**src/rtl/lsu_pkg.sv**
```systemverilog
// -----------------------------------------------------------------------------
// lsu_pkg
// Shared types and helpers for the load/store unit:
//   - lsu_state_e      : bus-handshake FSM states (IDLE, WAIT, DONE)
//   - F3_*             : funct3 encodings for access size and signedness
//   - lsu_access_legal : funct3/alignment legality check for one core request
// -----------------------------------------------------------------------------
package lsu_pkg;

  typedef enum logic [1:0] {
    IDLE = 2'd0,
    WAIT = 2'd1,
    DONE = 2'd2
  } lsu_state_e;

  localparam logic [2:0] F3_B  = 3'b000;
  localparam logic [2:0] F3_H  = 3'b001;
  localparam logic [2:0] F3_W  = 3'b010;
  localparam logic [2:0] F3_BU = 3'b100;
  localparam logic [2:0] F3_HU = 3'b101;

  // True when the request may go to the bus: a defined funct3 for the
  // direction (unsigned variants exist only for loads) and natural alignment.
  function automatic logic lsu_access_legal(input logic       is_store,
                                            input logic [2:0] funct3,
                                            input logic [1:0] addr_lo);
    logic legal;
    case (funct3)
      F3_B:    legal = 1'b1;
      F3_BU:   legal = !is_store;
      F3_H:    legal = !addr_lo[0];
      F3_HU:   legal = !is_store && !addr_lo[0];
      F3_W:    legal = (addr_lo == 2'b00);
      default: legal = 1'b0;
    endcase
    return legal;
  endfunction

endpackage

```
**src/rtl/lsu_load_align.sv**
```systemverilog
// -----------------------------------------------------------------------------
// lsu_load_align
// Purely combinational lane extraction and sign/zero extension of a loaded
// memory word.
// Ports:
//   word_i    in  32  raw word returned by the data memory
//   addr_lo_i in  2   byte offset of the access within the word
//   funct3_i  in  3   access size/sign encoding (F3_*)
//   data_o    out 32  extended load value
// -----------------------------------------------------------------------------
module lsu_load_align
  import lsu_pkg::*;
(
  input  logic [31:0] word_i,
  input  logic [1:0]  addr_lo_i,
  input  logic [2:0]  funct3_i,
  output logic [31:0] data_o
);

  logic [31:0] shifted;
  logic [7:0]  byte_sel;
  logic [15:0] half_sel;

  // Shifting the addressed lane down to bit 0 serves bytes and halves alike;
  // legal halfword offsets are only 0 or 2, so bits [15:0] hold the halfword.
  always_comb begin
    shifted  = word_i >> {addr_lo_i, 3'b000};
    byte_sel = shifted[7:0];
    half_sel = shifted[15:0];
    case (funct3_i)
      F3_B:    data_o = {{24{byte_sel[7]}}, byte_sel};
      F3_BU:   data_o = {24'h000000, byte_sel};
      F3_H:    data_o = {{16{half_sel[15]}}, half_sel};
      F3_HU:   data_o = {16'h0000, half_sel};
      F3_W:    data_o = word_i;
      default: data_o = '0;
    endcase
  end

endmodule

```
**src/rtl/lsu_mem_interface.sv**
```systemverilog
// -----------------------------------------------------------------------------
// lsu_mem_interface
// Load/store unit bridging a single-cycle core request to a req/ack data bus.
// The core is stalled while a transaction is outstanding; store data and byte
// enables are lane-aligned on the way out, load data is extracted and
// extended on the way back and held in a register for the writeback mux.
// Ports:
//   clk, reset         clock (rising edge), asynchronous active-high reset
//   mem_read/mem_write load/store request (store wins if both set)
//   funct3, addr,wdata access size/sign, byte address, store data
//   rdata              registered extended load data
//   stall              core must hold PC and pipeline inputs
//   misalign           one-cycle pulse for an illegal/misaligned request
//   bus_err            one-cycle pulse after an ack timeout
//   dmem_*             registered bus request side, dmem_rdata/dmem_ack return
// -----------------------------------------------------------------------------
module lsu_mem_interface
  import lsu_pkg::*;
#(
  parameter int XLEN           = 32,
  parameter int TIMEOUT_CYCLES = 16
) (
  input  logic            clk,
  input  logic            reset,
  input  logic            mem_read,
  input  logic            mem_write,
  input  logic [2:0]      funct3,
  input  logic [XLEN-1:0] addr,
  input  logic [XLEN-1:0] wdata,
  output logic [XLEN-1:0] rdata,
  output logic            stall,
  output logic            misalign,
  output logic            bus_err,
  output logic            dmem_req,
  output logic            dmem_we,
  output logic [XLEN-1:0] dmem_addr,
  output logic [3:0]      dmem_be,
  output logic [XLEN-1:0] dmem_wdata,
  input  logic [XLEN-1:0] dmem_rdata,
  input  logic            dmem_ack
);

  // Holds 0..TIMEOUT_CYCLES-1; TIMEOUT_CYCLES >= 2 keeps this at least 1 bit.
  localparam int CNT_W = $clog2(TIMEOUT_CYCLES);

  lsu_state_e      state_q, state_d;
  logic [CNT_W-1:0] cnt_q, cnt_d;
  logic            req_q, req_d;
  logic            we_q, we_d;
  logic [XLEN-1:0] addr_q, addr_d;
  logic [3:0]      be_q, be_d;
  logic [XLEN-1:0] wdata_q, wdata_d;
  logic [2:0]      funct3_q, funct3_d;
  logic [1:0]      addr_lo_q, addr_lo_d;
  logic [XLEN-1:0] rdata_q, rdata_d;
  logic            bus_err_q, bus_err_d;

  logic            access_valid;
  logic            legal;
  logic            start;
  logic            timeout;
  logic [3:0]      st_be;
  logic [XLEN-1:0] st_wdata;
  logic [XLEN-1:0] load_val;

  assign access_valid = mem_read | mem_write;
  assign legal        = lsu_access_legal(mem_write, funct3, addr[1:0]);
  assign start        = (state_q == IDLE) && access_valid && legal;
  // Ack on the last allowed cycle beats the timeout.
  assign timeout      = (state_q == WAIT) && !dmem_ack &&
                        (cnt_q == CNT_W'(TIMEOUT_CYCLES - 1));

  // Extraction uses the latched offset/size, since the core inputs are not
  // guaranteed stable once the request has been accepted.
  lsu_load_align u_load_align (
    .word_i    (dmem_rdata),
    .addr_lo_i (addr_lo_q),
    .funct3_i  (funct3_q),
    .data_o    (load_val)
  );

  // Store lane alignment; loads always request the full word.
  always_comb begin
    st_be    = 4'b1111;
    st_wdata = wdata;
    if (mem_write) begin
      case (funct3)
        F3_B: begin
          st_be    = 4'b0001 << addr[1:0];
          st_wdata = {4{wdata[7:0]}};
        end
        F3_H: begin
          st_be    = addr[1] ? 4'b1100 : 4'b0011;
          st_wdata = {2{wdata[15:0]}};
        end
        default: ;
      endcase
    end
  end

  // Registers: every flop here is reset, including the data path, because
  // all bus and result outputs must read 0 while reset is asserted.
  // NOTE: non-blocking assignments in clocked blocks so every flop samples the
  // pre-edge value of its neighbours regardless of statement order.
  always_ff @(posedge clk or posedge reset) begin
    if (reset) begin
      state_q   <= IDLE;
      cnt_q     <= '0;
      req_q     <= 1'b0;
      we_q      <= 1'b0;
      addr_q    <= '0;
      be_q      <= '0;
      wdata_q   <= '0;
      funct3_q  <= '0;
      addr_lo_q <= '0;
      rdata_q   <= '0;
      bus_err_q <= 1'b0;
    end else begin
      state_q   <= state_d;
      cnt_q     <= cnt_d;
      req_q     <= req_d;
      we_q      <= we_d;
      addr_q    <= addr_d;
      be_q      <= be_d;
      wdata_q   <= wdata_d;
      funct3_q  <= funct3_d;
      addr_lo_q <= addr_lo_d;
      rdata_q   <= rdata_d;
      bus_err_q <= bus_err_d;
    end
  end

  // Next-state logic and the WAIT-cycle counter.
  // NOTE: every variable gets a default at the top of an always_comb so no
  // path leaves it unassigned and no latch is inferred.
  always_comb begin
    state_d = state_q;
    cnt_d   = cnt_q;
    case (state_q)
      IDLE: begin
        if (start) begin
          state_d = WAIT;
          cnt_d   = '0;
        end
      end
      WAIT: begin
        if (dmem_ack || timeout) begin
          state_d = DONE;
        end else begin
          cnt_d = cnt_q + CNT_W'(1);
        end
      end
      DONE:    state_d = IDLE;
      default: state_d = IDLE;
    endcase
  end

  // Datapath and registered bus outputs.
  always_comb begin
    req_d     = req_q;
    we_d      = we_q;
    addr_d    = addr_q;
    be_d      = be_q;
    wdata_d   = wdata_q;
    funct3_d  = funct3_q;
    addr_lo_d = addr_lo_q;
    rdata_d   = rdata_q;
    bus_err_d = 1'b0;
    if (start) begin
      req_d     = 1'b1;
      we_d      = mem_write;
      addr_d    = {addr[XLEN-1:2], 2'b00};
      be_d      = st_be;
      wdata_d   = st_wdata;
      funct3_d  = funct3;
      addr_lo_d = addr[1:0];
    end else if (state_q == WAIT) begin
      if (dmem_ack) begin
        req_d = 1'b0;
        we_d  = 1'b0;
        if (!we_q) begin
          rdata_d = load_val;
        end
      end else if (timeout) begin
        req_d     = 1'b0;
        we_d      = 1'b0;
        rdata_d   = '0;
        bus_err_d = 1'b1;
      end
    end
  end

  // Core-facing handshake outputs.
  always_comb begin
    stall    = start || (state_q == WAIT);
    misalign = (state_q == IDLE) && access_valid && !legal;
  end

  assign rdata      = rdata_q;
  assign bus_err    = bus_err_q;
  assign dmem_req   = req_q;
  assign dmem_we    = we_q;
  assign dmem_addr  = addr_q;
  assign dmem_be    = be_q;
  assign dmem_wdata = wdata_q;

endmodule

```
**config.mk**
```make
export PLATFORM = sky130hd
export DESIGN_NAME = lsu_mem_interface
export DESIGN_NICKNAME = d
export VERILOG_FILES = /design/src/rtl/lsu_pkg.sv /design/src/rtl/lsu_load_align.sv /design/src/rtl/lsu_mem_interface.sv
export SDC_FILE = /design/constraint.sdc
export NUM_CORES = 1
export LEC_CHECK = 0
export CAP_MARGIN = 20
export CORE_UTILIZATION = 40
export DETAILED_ROUTE_END_ITERATION = 10
export GPL_ROUTABILITY_DRIVEN = 1
export HOLD_SLACK_MARGIN = 0.05
export PLACE_DENSITY = 0.78
export SYNTH_ARGS = -nofsm -noshare
export SYNTH_HDL_FRONTEND = slang
export SYNTH_SLANG_ARGS = --single-unit
```
**constraint.sdc**
```tcl
create_clock -name clk -period 3.4 [get_ports clk]
set_input_delay 0.68 -clock clk [delete_from_list [all_inputs] [get_ports clk]]
set_output_delay 0.68 -clock clk [all_outputs]
set_load 0.03 [all_outputs]
```
# [Word-level counts from Yosys, hierarchy flattened]
# Cells that the tools add are included.
[word_totals] reg_bits=112 latch_bits=0 ram_bits=0 rom_bits=0 inputBits=104 out_inout_bits=105 n_memories=0
[classes] n_addsub=1 multipliers=0 div_mod_pow=0 n_lt_le_gt_ge=0 eq_ne=14 n_shift=2 n_mux=25 n_bitwise=2 n_reduce_logical=24
[op_table] cell="$pmux 32 s5" count=1
[op_table] cell="$mux 32" count=4
[op_table] cell="$pmux 32 s2" count=1
[op_table] cell="$shr 32x5->16" count=1
[op_table] cell="$mux 4" count=4
[op_table] cell="$pmux 4 s2" count=2
[op_table] cell="$eq 3x3->1 const B" count=4
[op_table] cell="$mux 1" count=9
[op_table] cell="$eq 3x1->1 const B" count=2
[op_table] cell="$eq 3x2->1 const B" count=2
[op_table] cell="$logic_and 1x1->1" count=6
[op_table] cell="$logic_not 3->1" count=2
[op_table] cell="$ne 2x2->1 const B" count=3
[op_table] cell="$reduce_bool 2->1" count=3
[op_table] cell="$pmux 1 s5" count=1
[op_table] cell="$add 4x1->4 const B" count=1
[op_table] cell="$eq 4x4->1 const B" count=1
[op_table] cell="$logic_not 1->1" count=4
[op_table] cell="$logic_not 2->1" count=2
[op_table] cell="$mux 2" count=2
[op_table] cell="$pmux 2 s2" count=1
[op_table] cell="$reduce_and 2->1" count=2
[op_table] cell="$reduce_and 4->1" count=1
[op_table] cell="$shl 1x2->4 const A" count=1
[op_table] cell="7 further kinds" count=8

# [Longest topological paths before layout]
# Gate-level depths: netlist of the first run.
[depth] depth_word=7 mapped_depth=7

# [Cells and area by module]
# Synthesis of the first run repeated with hierarchy kept, for this count alone.
[hier_totals] hier_cells=528 area_unflattened_um2=5530.3
[by_module_without_submodules] module="lsu_mem_interface" instances=1 cells_per_inst=400 area_each_um2=4705.8 seq_area_each_um2=2802.7
[by_module_without_submodules] module="lsu_load_align" instances=1 cells_per_inst=128 area_each_um2=824.5 seq_area_each_um2=0.0

# [Least setup slack after synthesis of the first run]
# Ideal clock, no wire load.
[synth_timing] path_type="input-to-output" startpoint="input port funct3[0]" endpoint="output port stall" arrival_ns=2.307 required_ns=2.720 path_slack_ns=0.413 stages=6 cell_sequence="buf_6 or4_1 a2111o_1 buf_6 clkbuf_1 nand2_1"
[synth_between] elab_chain_cells=4 word_cells_on_any_way=8
[synth_rtl] element="from (decl)" line_no="lsu_mem_interface.sv:27" rtl="input logic [2:0] funct3,"
[synth_rtl] element="$eq 3x2->1, or another cell as far along" line_no="lsu_pkg.sv:28" rtl="case (funct3)"
[synth_rtl] element="$pmux 1 s5 (*)" line_no="lsu_pkg.sv:28"
[synth_rtl] element="$logic_and 1x1->1 (*)" line_no="lsu_mem_interface.sv:68" rtl="assign start = (state_q == IDLE) && access_valid && legal;"
[synth_rtl] element="$logic_or 1x1->1 (*)" line_no="lsu_mem_interface.sv:195" rtl="stall = start || (state_q == WAIT);"
[synth_rtl] element="to (decl)" line_no="lsu_mem_interface.sv:31" rtl="output logic stall,"
# Mark *: on every way between the ends. The rest lies on a longest branch, timed or not.

# [Worst setup path in the final report of the first run]
[layout_timing] startpoint="input port funct3[2]" endpoint="output port stall"
# Same word-level chain as after synthesis.

==> results of run 1 <==
==> worst min path at each step <==
stage | start | to | slack [ns]
2_1_floorplan | funct3_q[2]$_DFFE_PP0P_ | funct3_q[2]$_DFFE_PP0P_ | 0.51
3_3_place_gp | dmem_wdata[12]$_DFFE_PP0P_ | dmem_wdata[12]$_DFFE_PP0P_ | 0.46
3_5_place_dp | dmem_wdata[12]$_DFFE_PP0P_ | dmem_wdata[12]$_DFFE_PP0P_ | 0.47
4_1_cts | dmem_wdata[12]$_DFFE_PP0P_ | dmem_wdata[12]$_DFFE_PP0P_ | 0.49
5_1_grt | dmem_wdata[28]$_DFFE_PP0P_ | dmem_wdata[28]$_DFFE_PP0P_ | 0.52
6_report | dmem_wdata[9]$_DFFE_PP0P_ | dmem_wdata[9]$_DFFE_PP0P_ | 0.49
==> cells in the final DEF (no fill, tap or decap), types with 15 or more instances in the layout <==
master	instances
clkdlybuf4s50_1	204
dfrtp_1	112
nand2_1	46
mux2_4	42
o21ai_0	36
a221o_1	31
mux2i_1	31
a21oi_1	21
nor2_1	17
a211oi_1	15
==> worst min-delay path, delay by kind of cell (launching register included) <==
family / cells / cell delay [ns]
flip-flops: 1 / 0.35
AND/OR/NAND/NOR: 1 / 0.05
AO/OA/AOI/OAI: 1 / 0.06
==> state kept, by name, summed over array words and instances, names as in the netlist <==
signal	cells
dmem_wdata	32
rdata	32
dmem_addr	30
cnt_q	4
dmem_be	4
funct3_q	3
addr_lo_q	2
state_q	2
bus_err	1
dmem_req	1
dmem_we	1
==> cells by family (layout without fill, tap and decap cells) <==
logic type,count (synthesis),after routing,synth area share (%)
AOI/OAI and AO/OA,115,115,15.3
other,1,2,0.0711
DFF,112,112,53.2
muxes,76,76,18.7
buffers and inverters,43,243,4.20
adders and majority gates,1,1,0.237
and+or+nand+nor,94,94,8.33
==> metrics by stage <==
step | instance area (um^2) | setup WS (ns) | cells | hold WS [ns]
after floorplan | 5280 | 0.413 | 443 | 0.506
after global placement | 7510 | 0.134 | 799 | 0.461
after detailed placement | 7510 | 0.114 | 799 | 0.470
after CTS | 7820 | 0.133 | 815 | 0.487
after global routing | 7820 | 0.0652 | 815 | 0.523
final | 7820 | 0.135 | 815 | 0.487
==> routing by layer <==
metal | global-route usage (%) | vias to the layer above
met3 | 7.26 | 16
met2 | 36.6 | 197
li1 | - | 2000
met4 | 8.61 | 0
met5 | 0 | -
met1 | 26.5 | 2122
==> area by class of cell <==
cell class | instances | area [um^2]
multi-input cells | 288 | 2250
repair buffers | 217 | 2200
well taps | 172 | 215
fillers | 1083 | 4900
flip-flops and latches | 112 | 2800
clock inverters | 6 | 67.6
clock buffers | 10 | 239
inverters | 10 | 41.3
==> power by group through the flow <==
stage | Combinational [mW] | Sequential (mW) | Clock [mW]
4_1_cts | 4.02 | 2.39 | 1.11
6_report | 3.99 | 2.39 | 1.08
2_1_floorplan | 1.29 | 3.44 | 0
3_3_place_gp | 3.94 | 2.38 | 0
5_1_grt | 4.22 | 2.47 | 1.16
3_5_place_dp | 4.02 | 2.40 | 0
==> metrics.md, run 1 <==
| Metric | Value |
|---|---|
| Hold Path Class | reg -> reg |
| # IOs | 209 |
| Met3 wire length | 1470 um |
| NetSw | 3.05 mW |
| Crit path launch type | primary input |
| Residual overflow from global routing | 0 |
| Sequential-to-total area share from yosys stat | 53.2% |
| Worst Skew | 0.00514 ns |
| Commonest cells post-synth | dfrtp_1, nand2_1, mux2_4, o21ai_0 |
| Post-detailed-placement half-perimeter wirelength | 10800 um |
| Drt drc | 0 |
| Gpl congestion | 0.822 |
| Flop pwr share | 32.0% |
| CP peak stage delay | 0.61 ns |
| Delay-heaviest family, CP | simple AND/OR/NAND/NOR gates |
| Slew @ Worst Pin | 0.828 ns |
| Fraction of final layout cells with drive strength greater than 1 | 12.1% |
| Util after Layout | 61.5% |
| Final setup violation count | 0 |
| N_diodes | 0 |
| Critical Path Start | funct3[2] |
| Core Region | 12700 um^2 |
| CTS resizes | 0 |
| Status | complete, no violations |
| Fin. max-slew vios | 0 |
| Max cap viols | 0 |
| Clock latency on the worst-skew pair | 0.35 ns |
| Num CTS Buffers | 9 |
| Largest cells by area after synthesis | dfrtp_1, mux2_4, a221o_1 |
| Hold Buf Count CTS | 0 |
| Met2 routed WL | 7130 um |
| Async SR Flop Fraction | 100% |
| Fin crit period | 3.27 ns |
| Syn Inst Count | 442 |
| Largest net degree at the start of global routing | 102 |
| First DRT Iteration DRCs | 279 |
| Reg2reg setup slack | 1.24 ns |
| CP Capture Point | stall |
| Final hold violations | 0 |
| FP Rows | 41 |
| Netlist Area Pre-Place | 5270 um^2 |
| Post-synth EDFFs | 0 |
| First-pass GRT wire length | 22800 um |
| Max VDD drop | 510 uV |
| Sw Share | 40.8% |
| CTS tree | yes |
| Met1 wire length | 5830 um |
| Area leader, netlist | dfrtp_1 |
| CTS Buffer Depth | 2 |
| PortBufs | 206 |
| Uppermost layer routed | met4 |
| Pwr Density | 955 nW/um^2 |
| LEAKAGE | 3.48 nW |
| Die width | 117 um |
| Clk root buf | clkbuf_16 |
| Reg2reg start | addr_lo_q[1]$_DFFE_PP0P_ |
| Via density | 5.32 |
| Most common cell in the netlist | dfrtp_1 |
| Area growth from synthesis to layout | 48.3% |
| Synth cell types | 39 |
| Maximum fanout along the worst path | 5 |
| Wirelength per Cell | 18.0 um |
| Final Cycle Share | 96.0% |
| Yosys top cell area share | 53.2% |
| Mean Syn Cell Area | 11.9 um^2 |
| Worst EP required | 2.72 ns |
| H-tree levels | 3 |
| Cells on worst reg2reg path | 4 |
| Critical-path top delay cell | or4_1 |
| Crit path depth | 5 |
| Final net count | 743 |
| Router iterations before antenna repair | 5 |
| Setup TNS | 0 ns |
| CTS sink cnt | 112 |
| Max frequency | 0.306 GHz |
| DR vias | 4335 |
| Chip height | 117 um |
| Ys Warns | 0 |
| Worst path cell trace | clkdlybuf4s50_1, or4_1, a2111o_2, nand2_1, buf_12 |
| Starting Density | 41.4% |
| Seq cells post-synth | 112 |
| Clk pin slew, worst setup/hold paths | 0.07 ns |
| Clock network fraction of total power | 14.5% |
| Antenna viol nets, final | 0 |
| Setup repair after global routing missed its margin | no |
| Crit end category | output port |
| WP buf/inv | 2 |
| Combinational Power Share | 53.5% |
| Worst flop-to-flop path endpoint | rdata[22]$_DFFE_PP0P_ |
| PnR Total Power | 7.47 mW |
| DIE AREA | 13600 um^2 |
| GR Util All Layers | 22.0% |
| Top FF cell, synth | dfrtp_1 |
| Detailed Route WL | 14700 um |
| CP Class | in -> out |
| Internal power | 4.42 mW |
| Initial antenna violation count | 0 |
| Worst hold path cell count | 2 |
| WP data arrival | 2.59 ns |
| Worst slew margin | 44.7% |
| Setup Fix Bufs, Post-CTS | 0 |
| Vias in the first global route | 4467 |
No activity file was read; power rests on OpenSTA's default activity.
==> run 2, diff against run 1 <==
--- a/config.mk
+++ b/config.mk
@@ -11,6 +11,7 @@
 export GPL_ROUTABILITY_DRIVEN = 1
 export HOLD_SLACK_MARGIN = 0.05
 export PLACE_DENSITY = 0.78
+export SKIP_LAST_GASP = 1
 export SYNTH_ARGS = -nofsm -noshare
 export SYNTH_HDL_FRONTEND = slang
 export SYNTH_SLANG_ARGS = --single-unit
==> results of run 2 <==
The final DEF is identical to that of run 1; final timing and power are the same.
